[src/rtl/cpu_ctrl_pkg.sv]
// Shared pipeline-control definitions: hazard FSM encoding, register constants and the
// load-use detector used by the stall unit.
package cpu_ctrl_pkg;

    typedef enum logic [1:0] {
        StRun      = 2'd0,
        StMemWait  = 2'd1,
        StDrain    = 2'd2,
        StIrqEnter = 2'd3
    } hz_state_e;

    localparam logic [4:0] REG_X0 = 5'd0;

    localparam int unsigned DefMemTimeout  = 15;
    localparam int unsigned DefDrainCycles = 3;

    // x0 is hardwired to zero, so a load targeting it can never feed a consumer.
    function automatic logic load_use_hit(
        input logic [4:0] rs1,
        input logic [4:0] rs2,
        input logic       use_rs1,
        input logic       use_rs2,
        input logic [4:0] ex_rd,
        input logic       ex_memread
    );
        return ex_memread && (ex_rd != REG_X0) &&
               ((use_rs1 && (rs1 == ex_rd)) || (use_rs2 && (rs2 == ex_rd)));
    endfunction

endpackage

[src/rtl/hazard_stall_unit_if.sv]
// Pipeline-side bundle of the hazard/stall unit: hazard sources in, register controls out.
interface hazard_stall_unit_if #(
    parameter int unsigned CNT_W = 16
);
    logic [4:0]       ID_rs1;
    logic [4:0]       ID_rs2;
    logic             ID_use_rs1;
    logic             ID_use_rs2;
    logic [4:0]       EX_rd;
    logic             EX_MemRead;
    logic             MEM_MemAccess;
    logic             dmem_ready;
    logic             EX_branch_taken;
    logic             irq_req;
    logic             PC_Write;
    logic             IFID_Write;
    logic             IFID_Flush;
    logic             IDEX_Flush;
    logic             IDEX_Write;
    logic             EXMEM_Write;
    logic             MEMWB_Flush;
    logic             irq_take;
    logic             mem_timeout;
    logic [CNT_W-1:0] stall_count;

    modport master (
        output ID_rs1, ID_rs2, ID_use_rs1, ID_use_rs2, EX_rd, EX_MemRead, MEM_MemAccess,
               dmem_ready, EX_branch_taken, irq_req,
        input  PC_Write, IFID_Write, IFID_Flush, IDEX_Flush, IDEX_Write, EXMEM_Write,
               MEMWB_Flush, irq_take, mem_timeout, stall_count
    );

    modport slave (
        input  ID_rs1, ID_rs2, ID_use_rs1, ID_use_rs2, EX_rd, EX_MemRead, MEM_MemAccess,
               dmem_ready, EX_branch_taken, irq_req,
        output PC_Write, IFID_Write, IFID_Flush, IDEX_Flush, IDEX_Write, EXMEM_Write,
               MEMWB_Flush, irq_take, mem_timeout, stall_count
    );
endinterface

[src/rtl/hazard_sat_counter.sv]
// Saturating up-counter with synchronous clear; clear and increment together load one.
module hazard_sat_counter #(
    parameter int unsigned Width = 8
) (
    input  logic             clk_i,
    input  logic             rst_ni,
    input  logic             clr_i,
    input  logic             inc_i,
    output logic [Width-1:0] count_o
);
    logic [Width-1:0] count_d, count_q;

    always_comb begin
        count_d = clr_i ? '0 : count_q;
        if (inc_i && (count_d != '1)) begin
            count_d = count_d + Width'(1);
        end
    end

    always_ff @(posedge clk_i or negedge rst_ni) begin
        if (!rst_ni) begin
            count_q <= '0;
        end else begin
            count_q <= count_d;
        end
    end

    assign count_o = count_q;
endmodule

[src/rtl/hazard_stall_unit.sv]
// Pipeline hazard controller: load-use stalls, data-memory freezes, branch flushes and
// interrupt entry by draining the pipeline.
module hazard_stall_unit
    import cpu_ctrl_pkg::*;
#(
    parameter int unsigned DRAIN_CYCLES = DefDrainCycles,
    parameter int unsigned MEM_TIMEOUT  = DefMemTimeout,
    parameter int unsigned CNT_W        = 16
) (
    input logic                clk,
    input logic                rst_n,
    hazard_stall_unit_if.slave hz
);
    localparam int unsigned WaitW  = $clog2(MEM_TIMEOUT + 1);
    localparam int unsigned DrainW = $clog2(DRAIN_CYCLES + 1);

    hz_state_e state_d, state_q;
    logic mem_timeout_d, mem_timeout_q;
    logic mw, lu;
    logic pc_write, ifid_write, ifid_flush, idex_flush, idex_write, exmem_write, memwb_flush;
    logic irq_take, timeout_set;
    logic wait_clr, wait_inc, drain_clr, drain_inc;
    logic [WaitW-1:0]  wait_cnt;
    logic [DrainW-1:0] drain_cnt;
    logic [CNT_W-1:0]  stall_cnt;

    assign mw = hz.MEM_MemAccess & ~hz.dmem_ready;
    assign lu = load_use_hit(hz.ID_rs1, hz.ID_rs2, hz.ID_use_rs1, hz.ID_use_rs2,
                             hz.EX_rd, hz.EX_MemRead);

    always_comb begin
        state_d     = state_q;
        pc_write    = 1'b1;
        ifid_write  = 1'b1;
        ifid_flush  = 1'b0;
        idex_flush  = 1'b0;
        idex_write  = 1'b1;
        exmem_write = 1'b1;
        memwb_flush = 1'b0;
        irq_take    = 1'b0;
        timeout_set = 1'b0;
        wait_clr    = 1'b0;
        wait_inc    = 1'b0;
        drain_clr   = 1'b0;
        drain_inc   = 1'b0;

        case (state_q)
            StRun: begin
                if (mw) begin
                    {pc_write, ifid_write, idex_write, exmem_write} = 4'b0000;
                    memwb_flush = 1'b1;
                    wait_clr    = 1'b1;
                    wait_inc    = 1'b1;
                    state_d     = StMemWait;
                end else if (hz.EX_branch_taken) begin
                    // The dependent instruction is squashed, so a pending load-use is moot.
                    ifid_flush = 1'b1;
                    idex_flush = 1'b1;
                end else if (lu) begin
                    pc_write   = 1'b0;
                    ifid_write = 1'b0;
                    idex_flush = 1'b1;
                end else if (hz.irq_req) begin
                    pc_write   = 1'b0;
                    ifid_flush = 1'b1;
                    drain_clr  = 1'b1;
                    drain_inc  = 1'b1;
                    state_d    = StDrain;
                end
            end
            StMemWait: begin
                if (hz.dmem_ready || (wait_cnt == WaitW'(MEM_TIMEOUT))) begin
                    timeout_set = ~hz.dmem_ready;
                    if (hz.irq_req) begin
                        drain_clr = 1'b1;
                        drain_inc = 1'b1;
                        state_d   = StDrain;
                    end else begin
                        state_d = StRun;
                    end
                end else begin
                    {pc_write, ifid_write, idex_write, exmem_write} = 4'b0000;
                    memwb_flush = 1'b1;
                    wait_inc    = 1'b1;
                end
            end
            StDrain: begin
                if (mw) begin
                    // Freeze pauses the drain count so retiring instructions are not lost.
                    {pc_write, ifid_write, idex_write, exmem_write} = 4'b0000;
                    memwb_flush = 1'b1;
                end else begin
                    pc_write   = hz.EX_branch_taken;
                    idex_flush = hz.EX_branch_taken;
                    ifid_flush = 1'b1;
                    drain_inc  = 1'b1;
                    if (drain_cnt == DrainW'(DRAIN_CYCLES)) begin
                        state_d = StIrqEnter;
                    end
                end
            end
            StIrqEnter: begin
                irq_take   = 1'b1;
                ifid_flush = 1'b1;
                state_d    = StRun;
            end
            default: state_d = StRun;
        endcase

        if (!rst_n) begin
            {pc_write, ifid_write, idex_write, exmem_write} = 4'b0000;
            {ifid_flush, idex_flush, memwb_flush, irq_take} = 4'b0000;
        end
    end

    assign mem_timeout_d = mem_timeout_q | timeout_set;

    always_ff @(posedge clk or negedge rst_n) begin
        if (!rst_n) begin
            state_q       <= StRun;
            mem_timeout_q <= 1'b0;
        end else begin
            state_q       <= state_d;
            mem_timeout_q <= mem_timeout_d;
        end
    end

    hazard_sat_counter #(.Width(WaitW)) u_wait_cnt (
        .clk_i  (clk),
        .rst_ni (rst_n),
        .clr_i  (wait_clr),
        .inc_i  (wait_inc),
        .count_o(wait_cnt)
    );

    hazard_sat_counter #(.Width(DrainW)) u_drain_cnt (
        .clk_i  (clk),
        .rst_ni (rst_n),
        .clr_i  (drain_clr),
        .inc_i  (drain_inc),
        .count_o(drain_cnt)
    );

    hazard_sat_counter #(.Width(CNT_W)) u_stall_cnt (
        .clk_i  (clk),
        .rst_ni (rst_n),
        .clr_i  (1'b0),
        .inc_i  (~pc_write),
        .count_o(stall_cnt)
    );

    assign hz.PC_Write    = pc_write;
    assign hz.IFID_Write  = ifid_write;
    assign hz.IFID_Flush  = ifid_flush;
    assign hz.IDEX_Flush  = idex_flush;
    assign hz.IDEX_Write  = idex_write;
    assign hz.EXMEM_Write = exmem_write;
    assign hz.MEMWB_Flush = memwb_flush;
    assign hz.irq_take    = irq_take;
    assign hz.mem_timeout = mem_timeout_q;
    assign hz.stall_count = stall_cnt;
endmodule

[src/flat_wrapper.sv]
// flat-port wrapper written by rule: the top's interface ports become plain ports
module hazard_stall_unit_flat import cpu_ctrl_pkg::*;
#(
    parameter int unsigned DRAIN_CYCLES = DefDrainCycles,
    parameter int unsigned MEM_TIMEOUT  = DefMemTimeout,
    parameter int unsigned CNT_W        = 16
)
  (clk, rst_n, hz_ID_rs1, hz_ID_rs2, hz_ID_use_rs1, hz_ID_use_rs2, hz_EX_rd, hz_EX_MemRead, hz_MEM_MemAccess, hz_dmem_ready, hz_EX_branch_taken, hz_irq_req, hz_PC_Write, hz_IFID_Write, hz_IFID_Flush, hz_IDEX_Flush, hz_IDEX_Write, hz_EXMEM_Write, hz_MEMWB_Flush, hz_irq_take, hz_mem_timeout, hz_stall_count);
  hazard_stall_unit_if #(.CNT_W(CNT_W)) hz_i ();
  input logic clk;
  input logic rst_n;
  input wire logic [$bits(hz_i.ID_rs1)-1:0] hz_ID_rs1;
  input wire logic [$bits(hz_i.ID_rs2)-1:0] hz_ID_rs2;
  input wire logic [$bits(hz_i.ID_use_rs1)-1:0] hz_ID_use_rs1;
  input wire logic [$bits(hz_i.ID_use_rs2)-1:0] hz_ID_use_rs2;
  input wire logic [$bits(hz_i.EX_rd)-1:0] hz_EX_rd;
  input wire logic [$bits(hz_i.EX_MemRead)-1:0] hz_EX_MemRead;
  input wire logic [$bits(hz_i.MEM_MemAccess)-1:0] hz_MEM_MemAccess;
  input wire logic [$bits(hz_i.dmem_ready)-1:0] hz_dmem_ready;
  input wire logic [$bits(hz_i.EX_branch_taken)-1:0] hz_EX_branch_taken;
  input wire logic [$bits(hz_i.irq_req)-1:0] hz_irq_req;
  output wire logic [$bits(hz_i.PC_Write)-1:0] hz_PC_Write;
  output wire logic [$bits(hz_i.IFID_Write)-1:0] hz_IFID_Write;
  output wire logic [$bits(hz_i.IFID_Flush)-1:0] hz_IFID_Flush;
  output wire logic [$bits(hz_i.IDEX_Flush)-1:0] hz_IDEX_Flush;
  output wire logic [$bits(hz_i.IDEX_Write)-1:0] hz_IDEX_Write;
  output wire logic [$bits(hz_i.EXMEM_Write)-1:0] hz_EXMEM_Write;
  output wire logic [$bits(hz_i.MEMWB_Flush)-1:0] hz_MEMWB_Flush;
  output wire logic [$bits(hz_i.irq_take)-1:0] hz_irq_take;
  output wire logic [$bits(hz_i.mem_timeout)-1:0] hz_mem_timeout;
  output wire logic [$bits(hz_i.stall_count)-1:0] hz_stall_count;
  assign hz_i.ID_rs1 = hz_ID_rs1;
  assign hz_i.ID_rs2 = hz_ID_rs2;
  assign hz_i.ID_use_rs1 = hz_ID_use_rs1;
  assign hz_i.ID_use_rs2 = hz_ID_use_rs2;
  assign hz_i.EX_rd = hz_EX_rd;
  assign hz_i.EX_MemRead = hz_EX_MemRead;
  assign hz_i.MEM_MemAccess = hz_MEM_MemAccess;
  assign hz_i.dmem_ready = hz_dmem_ready;
  assign hz_i.EX_branch_taken = hz_EX_branch_taken;
  assign hz_i.irq_req = hz_irq_req;
  assign hz_PC_Write = hz_i.PC_Write;
  assign hz_IFID_Write = hz_i.IFID_Write;
  assign hz_IFID_Flush = hz_i.IFID_Flush;
  assign hz_IDEX_Flush = hz_i.IDEX_Flush;
  assign hz_IDEX_Write = hz_i.IDEX_Write;
  assign hz_EXMEM_Write = hz_i.EXMEM_Write;
  assign hz_MEMWB_Flush = hz_i.MEMWB_Flush;
  assign hz_irq_take = hz_i.irq_take;
  assign hz_mem_timeout = hz_i.mem_timeout;
  assign hz_stall_count = hz_i.stall_count;
  hazard_stall_unit #(.DRAIN_CYCLES(DRAIN_CYCLES), .MEM_TIMEOUT(MEM_TIMEOUT), .CNT_W(CNT_W)) u_core (.clk(clk), .rst_n(rst_n), .hz(hz_i));
endmodule
[config.mk]
export PLATFORM = sky130hd
export DESIGN_NAME = hazard_stall_unit_flat
export DESIGN_NICKNAME = d
export VERILOG_FILES = /design/src/rtl/cpu_ctrl_pkg.sv /design/src/rtl/hazard_stall_unit_if.sv /design/src/rtl/hazard_sat_counter.sv /design/src/rtl/hazard_stall_unit.sv /design/src/flat_wrapper.sv
export SDC_FILE = /design/constraint.sdc
export NUM_CORES = 1
export LEC_CHECK = 0
export BUFFER_PORTS_ARGS = -buffer_cell sky130_fd_sc_hd__clkbuf_2
export CORE_MARGIN = 5
export CORE_UTILIZATION = 38
export DETAILED_ROUTE_END_ITERATION = 8
export MAX_ROUTING_LAYER = met4
export PLACE_DENSITY = 0.7
export SLEW_MARGIN = 30
export SYNTH_ARGS = -nofsm -noshare
export SYNTH_HDL_FRONTEND = slang
export SYNTH_SLANG_ARGS = --single-unit
[constraint.sdc]
create_clock -name clk -period 2.6 [get_ports clk]
set_input_delay 0.52 -clock clk [delete_from_list [all_inputs] [get_ports clk]]
set_output_delay 0.52 -clock clk [all_outputs]
set_load 0.02 [all_outputs]
* Word level (Yosys, flattened, before mapping)
Index checks and enable logic that the tools add are counted.
** Storage, ports and cells
- Bits in registers :: 25
- Output and inout bits :: 25
** Cells by class
- $add $sub $neg :: 3
- Equality and inequality tests :: 16
- Mux-type cells :: 55
- Bitwise logic cells :: 4
- Reduce and logical (&&, ||, !) cells :: 13
** Operator list (count)
- 1-bit 2-to-1 mux :: 33
- 2-bit 2-to-1 mux :: 10
- 16-bit by 1-bit adder with 16-bit output (second input constant) :: 1
- 16-bit != test (second input constant) :: 1
- 1-bit case mux with 3 select lines :: 4
- 5-bit equality test :: 2
- 1-bit case mux with 2 select lines :: 5
- 3-bit by 2-bit != test with 1-bit output (second input constant) :: 3
- 4-bit 2-to-1 mux :: 2
- 2-bit case mux with 4 select lines :: 1
- 1-bit logical AND :: 7
- 2-bit equality test (second input constant) :: 3
- 6-bit AND reduction :: 1
- 5-bit nonzero test :: 1
- 4-bit by 1-bit adder with 4-bit output (second input constant) :: 1
- 4-bit equality test (second input constant) :: 1
- 2-bit by 1-bit != test with 1-bit output (second input constant) :: 2
- 2-bit != test (second input constant) :: 2
- 4-bit != test (second input constant) :: 1
- 2-bit by 1-bit adder with 2-bit output (second input constant) :: 1
- 2-bit by 1-bit equality test with 1-bit output (second input constant) :: 1
- 2-bit zero test :: 1
- 1-bit logical OR :: 2
- 1-bit NOT :: 2
- 3 further kinds :: 3

* Depth between registers and ports, before layout
- Word-level depth :: 12
- Gate-level depth with buffers :: 9
- Mapped depth without buffers :: 9

* Hierarchy
A second synthesis with hierarchy kept.
** Unflattened totals
- Cells, all modules :: 185
- Area total of the unflattened synthesis :: 1771.7 µm²
** Modules (own cells, without submodules)
- hazard_sat_counter (u_core.u_stall_cnt) :: times used 1, cells an instance 85, area an instance 923.4 µm², sequential area each 400.4 µm²
- hazard_stall_unit :: times used 1, cells an instance 73, area an instance 510.5 µm², sequential area each 75.1 µm²
- hazard_sat_counter (u_core.u_wait_cnt) :: times used 1, cells an instance 19, area an instance 222.7 µm², sequential area each 100.1 µm²
- hazard_sat_counter (u_core.u_drain_cnt) :: times used 1, cells an instance 8, area an instance 115.1 µm², sequential area each 50.0 µm²

* Least setup slack after synthesis
Ideal clock, no wire load.
- Path kind :: in2out
- Start point :: input hz_EX_rd[0]
- End point :: output hz_IFID_Flush
- Arrival time :: 1.963 ns
- Data required time :: 2.080 ns
- Slack :: 0.117 ns
- Stages :: 5
- Cell sequence :: or4_4 o21a_1 nand2_1 a21oi_1 o31ai_1
** On the way
- Longest elaborated chain between the ends :: 9
- Elaborated cells on any way between the ends :: 13
- Classes of those cells :: eq/ne: 2; mux: 5; reduce/logical: 6
** RTL lines
- start, declared :: line flat_wrapper.sv:16 : input wire logic [$bits(hz_i.EX_rd)-1:0] hz_EX_rd;
- 5-bit equality test :: line cpu_ctrl_pkg.sv:27 : ((use_rs1 && (rs1 == ex_rd)) || (use_rs2 && (rs2 == ex_rd)));
- 1-bit logical AND :: line cpu_ctrl_pkg.sv:27
- 1-bit logical OR :: line cpu_ctrl_pkg.sv:27
- 1-bit logical AND * :: line cpu_ctrl_pkg.sv:26 : return ex_memread && (ex_rd != REG_X0) &&
- 1-bit 2-to-1 mux * :: line hazard_stall_unit.sv:59 : end else if (lu) begin
- 1-bit 2-to-1 mux * :: line hazard_stall_unit.sv:55 : end else if (hz.EX_branch_taken) begin
- 1-bit 2-to-1 mux * :: line hazard_stall_unit.sv:49 : if (mw) begin
- 1-bit case mux with 3 select lines * :: line hazard_stall_unit.sv:47 : case (state_q)
- 1-bit 2-to-1 mux * :: line hazard_stall_unit.sv:110 : if (!rst_n) begin
- end, declared :: line flat_wrapper.sv:24 : output wire logic [$bits(hz_i.IFID_Flush)-1:0] hz_IFID_Flush;
Mark *: on every way between the ends. The rest lies on a longest branch, timed or not.

* Final worst setup path
Ends and elaborated chain as after synthesis.

==> out/qor.yml <==
slew_headroom_pct: 68.2
worstPathMaxFanout: 4
fin_crit_sh_pct: 97.0
avgViaCountPerCell: 5.25
grt_max_degree: 15
p_leak_nw: 0.948
drv_cap: 0
syn_to_final_growth_pct: 21.4
synth-main-ff-cell: "dfrtp_1"
core_area_um2: 4290
post-dp-hpwl_um: 2930
ys_async_sr_fraction_pct: 100
grt_pass1_wl_um: 6280
cts_setup_buffers: 0
setup_viol: 0
yosysTopAreaCell: "dfrtp_1"
cts-root-buf: "clkbuf_8"
clk_path_buf_depth: 2
cts_max_level: 1
drc_errors: 0
rows: 24
die-area_um2: 5810
synth.distinct_cells: 47
clk_pin_slew_ns: 0.09
dp.cells: 275
tightest_slew_ns: 0.474
syn_nets: 202
vias: 1466
layout.cells.most_common_list: "clkbuf_2 (48), dfrtp_1 (25), nand2_1 (19), xnor2_1 (13)"
diodes: 0
io-pin-count: 49
drt-initial-drc-count: 50
grt_pass1_vias: 1439
fin_tns_setup_ns: 0
clk_latency_ns: 0.26
grt-ovfl-total: 0
wl_um: 3620
fin_nets: 255
cts_tree: "built"
cts_buffers: 3
slew_viol_final: 0
fmax_mhz: 396
mostFrequentLayoutCell: "clkbuf_2"
dr.pass1.iters: 4
fin_skew_ns: 0.00396
antenna_found_initial: 0
synth_seq_cells: 25
rsz0062_at_grt: "false"
yosysSeqAreaShare_pct: 37.5
ir_drop_mv: 0.575
cts.hold.buffers_added: 0
die_w_um: 76.2
arrival_ns: 2.00
synth-warning-count: 0
start_util_pct: 38.8
fin_cells: 279
place_ws_ns: 0.0392
cp.required_ns: 2.08
yosys.area.top_type_share_pct: 37.5
synth_edf_count: 0
cp-start-kind: "primary input"
synthesis.area_um2: 1670
hold_viol_final: 0
hold_slack_ns: 0.380
syn_inst: 175
io_buffers: 48
grtUsageTotal_pct: 12.6
crit_type: "in -> out"
power.density_nw_per_um2: 984
min-delay-path-class: "in -> async"
setup_ws_ns: 0.0776
finalCriticalPeriod_ns: 2.52
cts_num_sinks: 25
die_h_um: 76.2
avgSynthCellArea_um2: 9.52
post_drt_wl_per_cell_um: 13.0
final_antenna_net_count: 0
end_kind: "primary output"
run_status: "finished clean"
drive_gt1_share_pct: 32.6
place_congestion: 0.859
synth.area.top_cells: "dfrtp_1 (38%), xnor2_1 (6.8%), xor2_1 (6.3%)"
-- critical path: stages --
cell      delay (ns)
clkbuf_2        0.11
or4_4           0.54
o21a_1          0.21
nand2_1         0.13
a21oi_1         0.08
o31ai_1         0.19
clkbuf_2        0.21
-- area by class of cell --
| type | count | area (µm²) |
|---|---|---|
| fillers | 415 | 2270 |
| multi-input cells | 141 | 995 |
| flip-flops and latches | 25 | 626 |
| repair buffers | 53 | 278 |
| well taps | 52 | 65.1 |
| clock buffers | 4 | 45.0 |
| inverters | 4 | 15.0 |
-- metrics by stage --
| stage | power, mW | util, % | area (µm²) |
|---|---|---|---|
| 3_5_place_dp | 1.77 | 46.1 | 1980 |
| 4_1_cts | 2.01 | 47.1 | 2020 |
| 6_report | 1.99 | 47.1 | 2020 |
| 3_3_place_gp | 1.75 | 46.1 | 1980 |
| 5_1_grt | 2.15 | 47.1 | 2020 |
| 2_1_floorplan | 1.47 | - | 1670 |
-- power by group --
group	internal [mW]	switching, mW	total [mW]
clock	0.109	0.117	0.226
sequential	0.555	0.232	0.788
combinational	0.411	0.566	0.977
total	1.08	0.915	1.99
-- cells in the mapped netlist, drive strengths merged, types with 4 or more instances --
cell,n
o21ai,4
a21oi,5
dfrtp,25
nor2,13
and3,5
inv,4
xnor2,13
nand2,19
nand2b,5
nand3,10
nor2b,4
nand4,4
a31oi,4
nor3,13
xor2,12
-- metal layers --
layer | global-route usage [%] | vias to the layer above | part of all wire [%]
li1 | - | 730 | -
met1 | 17.4 | 675 | 50
met2 | 18.8 | 55 | 42
met3 | 3.31 | 6 | 8.1
met4 | 2.45 | 0 | 0.64
met5 | - | - | 0
-- sequential cells by signal (all words and copies together), names as in the netlist --
signal / cells
u_core.hz.mem_timeout: 1
u_core.state_q: 2
u_core.u_drain_cnt.count_o: 2
u_core.u_stall_cnt.count_o: 16
u_core.u_wait_cnt.count_o: 4
-- logic make-up after synthesis --
group	after synthesis	share of synthesized area, %
AOI/OAI and AO/OA	28	13.7
xor gates and xnor gates	25	13.1
muxes	3	2.48
buffers and inverters	9	2.78
adders and majority gates	3	2.25
and+or+nand+nor	82	28.2
DFF	25	37.5
-- timing repair --
action / CTS / global route
resized for setup: 0 / 1
endpoints found under the setup margin: 0 / 1
endpoints found under the hold margin: 0 / 0
-- final timing paths --
check,start,to,slack [ns],cells past startpoint
setup / recovery,hz_EX_rd[0],hz_IFID_Flush,0.08,7
hold / removal,rst_n,u_core.u_stall_cnt.count_o[0]$_DFFE_PN0P_,0.38,2
setup reg to reg,u_core.state_q[0]$_DFFE_PN0P_,u_core.u_stall_cnt.count_o[14]$_DFFE_PN0P_,0.35,7
hold reg to reg,u_core.hz.mem_timeout$_DFF_PN0_,u_core.hz.mem_timeout$_DFF_PN0_,0.48,1
max in group asynchronous,rst_n,u_core.u_stall_cnt.count_o[14]$_DFFE_PN0P_,2.03,2
min in group clk,u_core.hz.mem_timeout$_DFF_PN0_,u_core.hz.mem_timeout$_DFF_PN0_,0.48,1
Note: power is estimated with default switching activity, not from simulation.
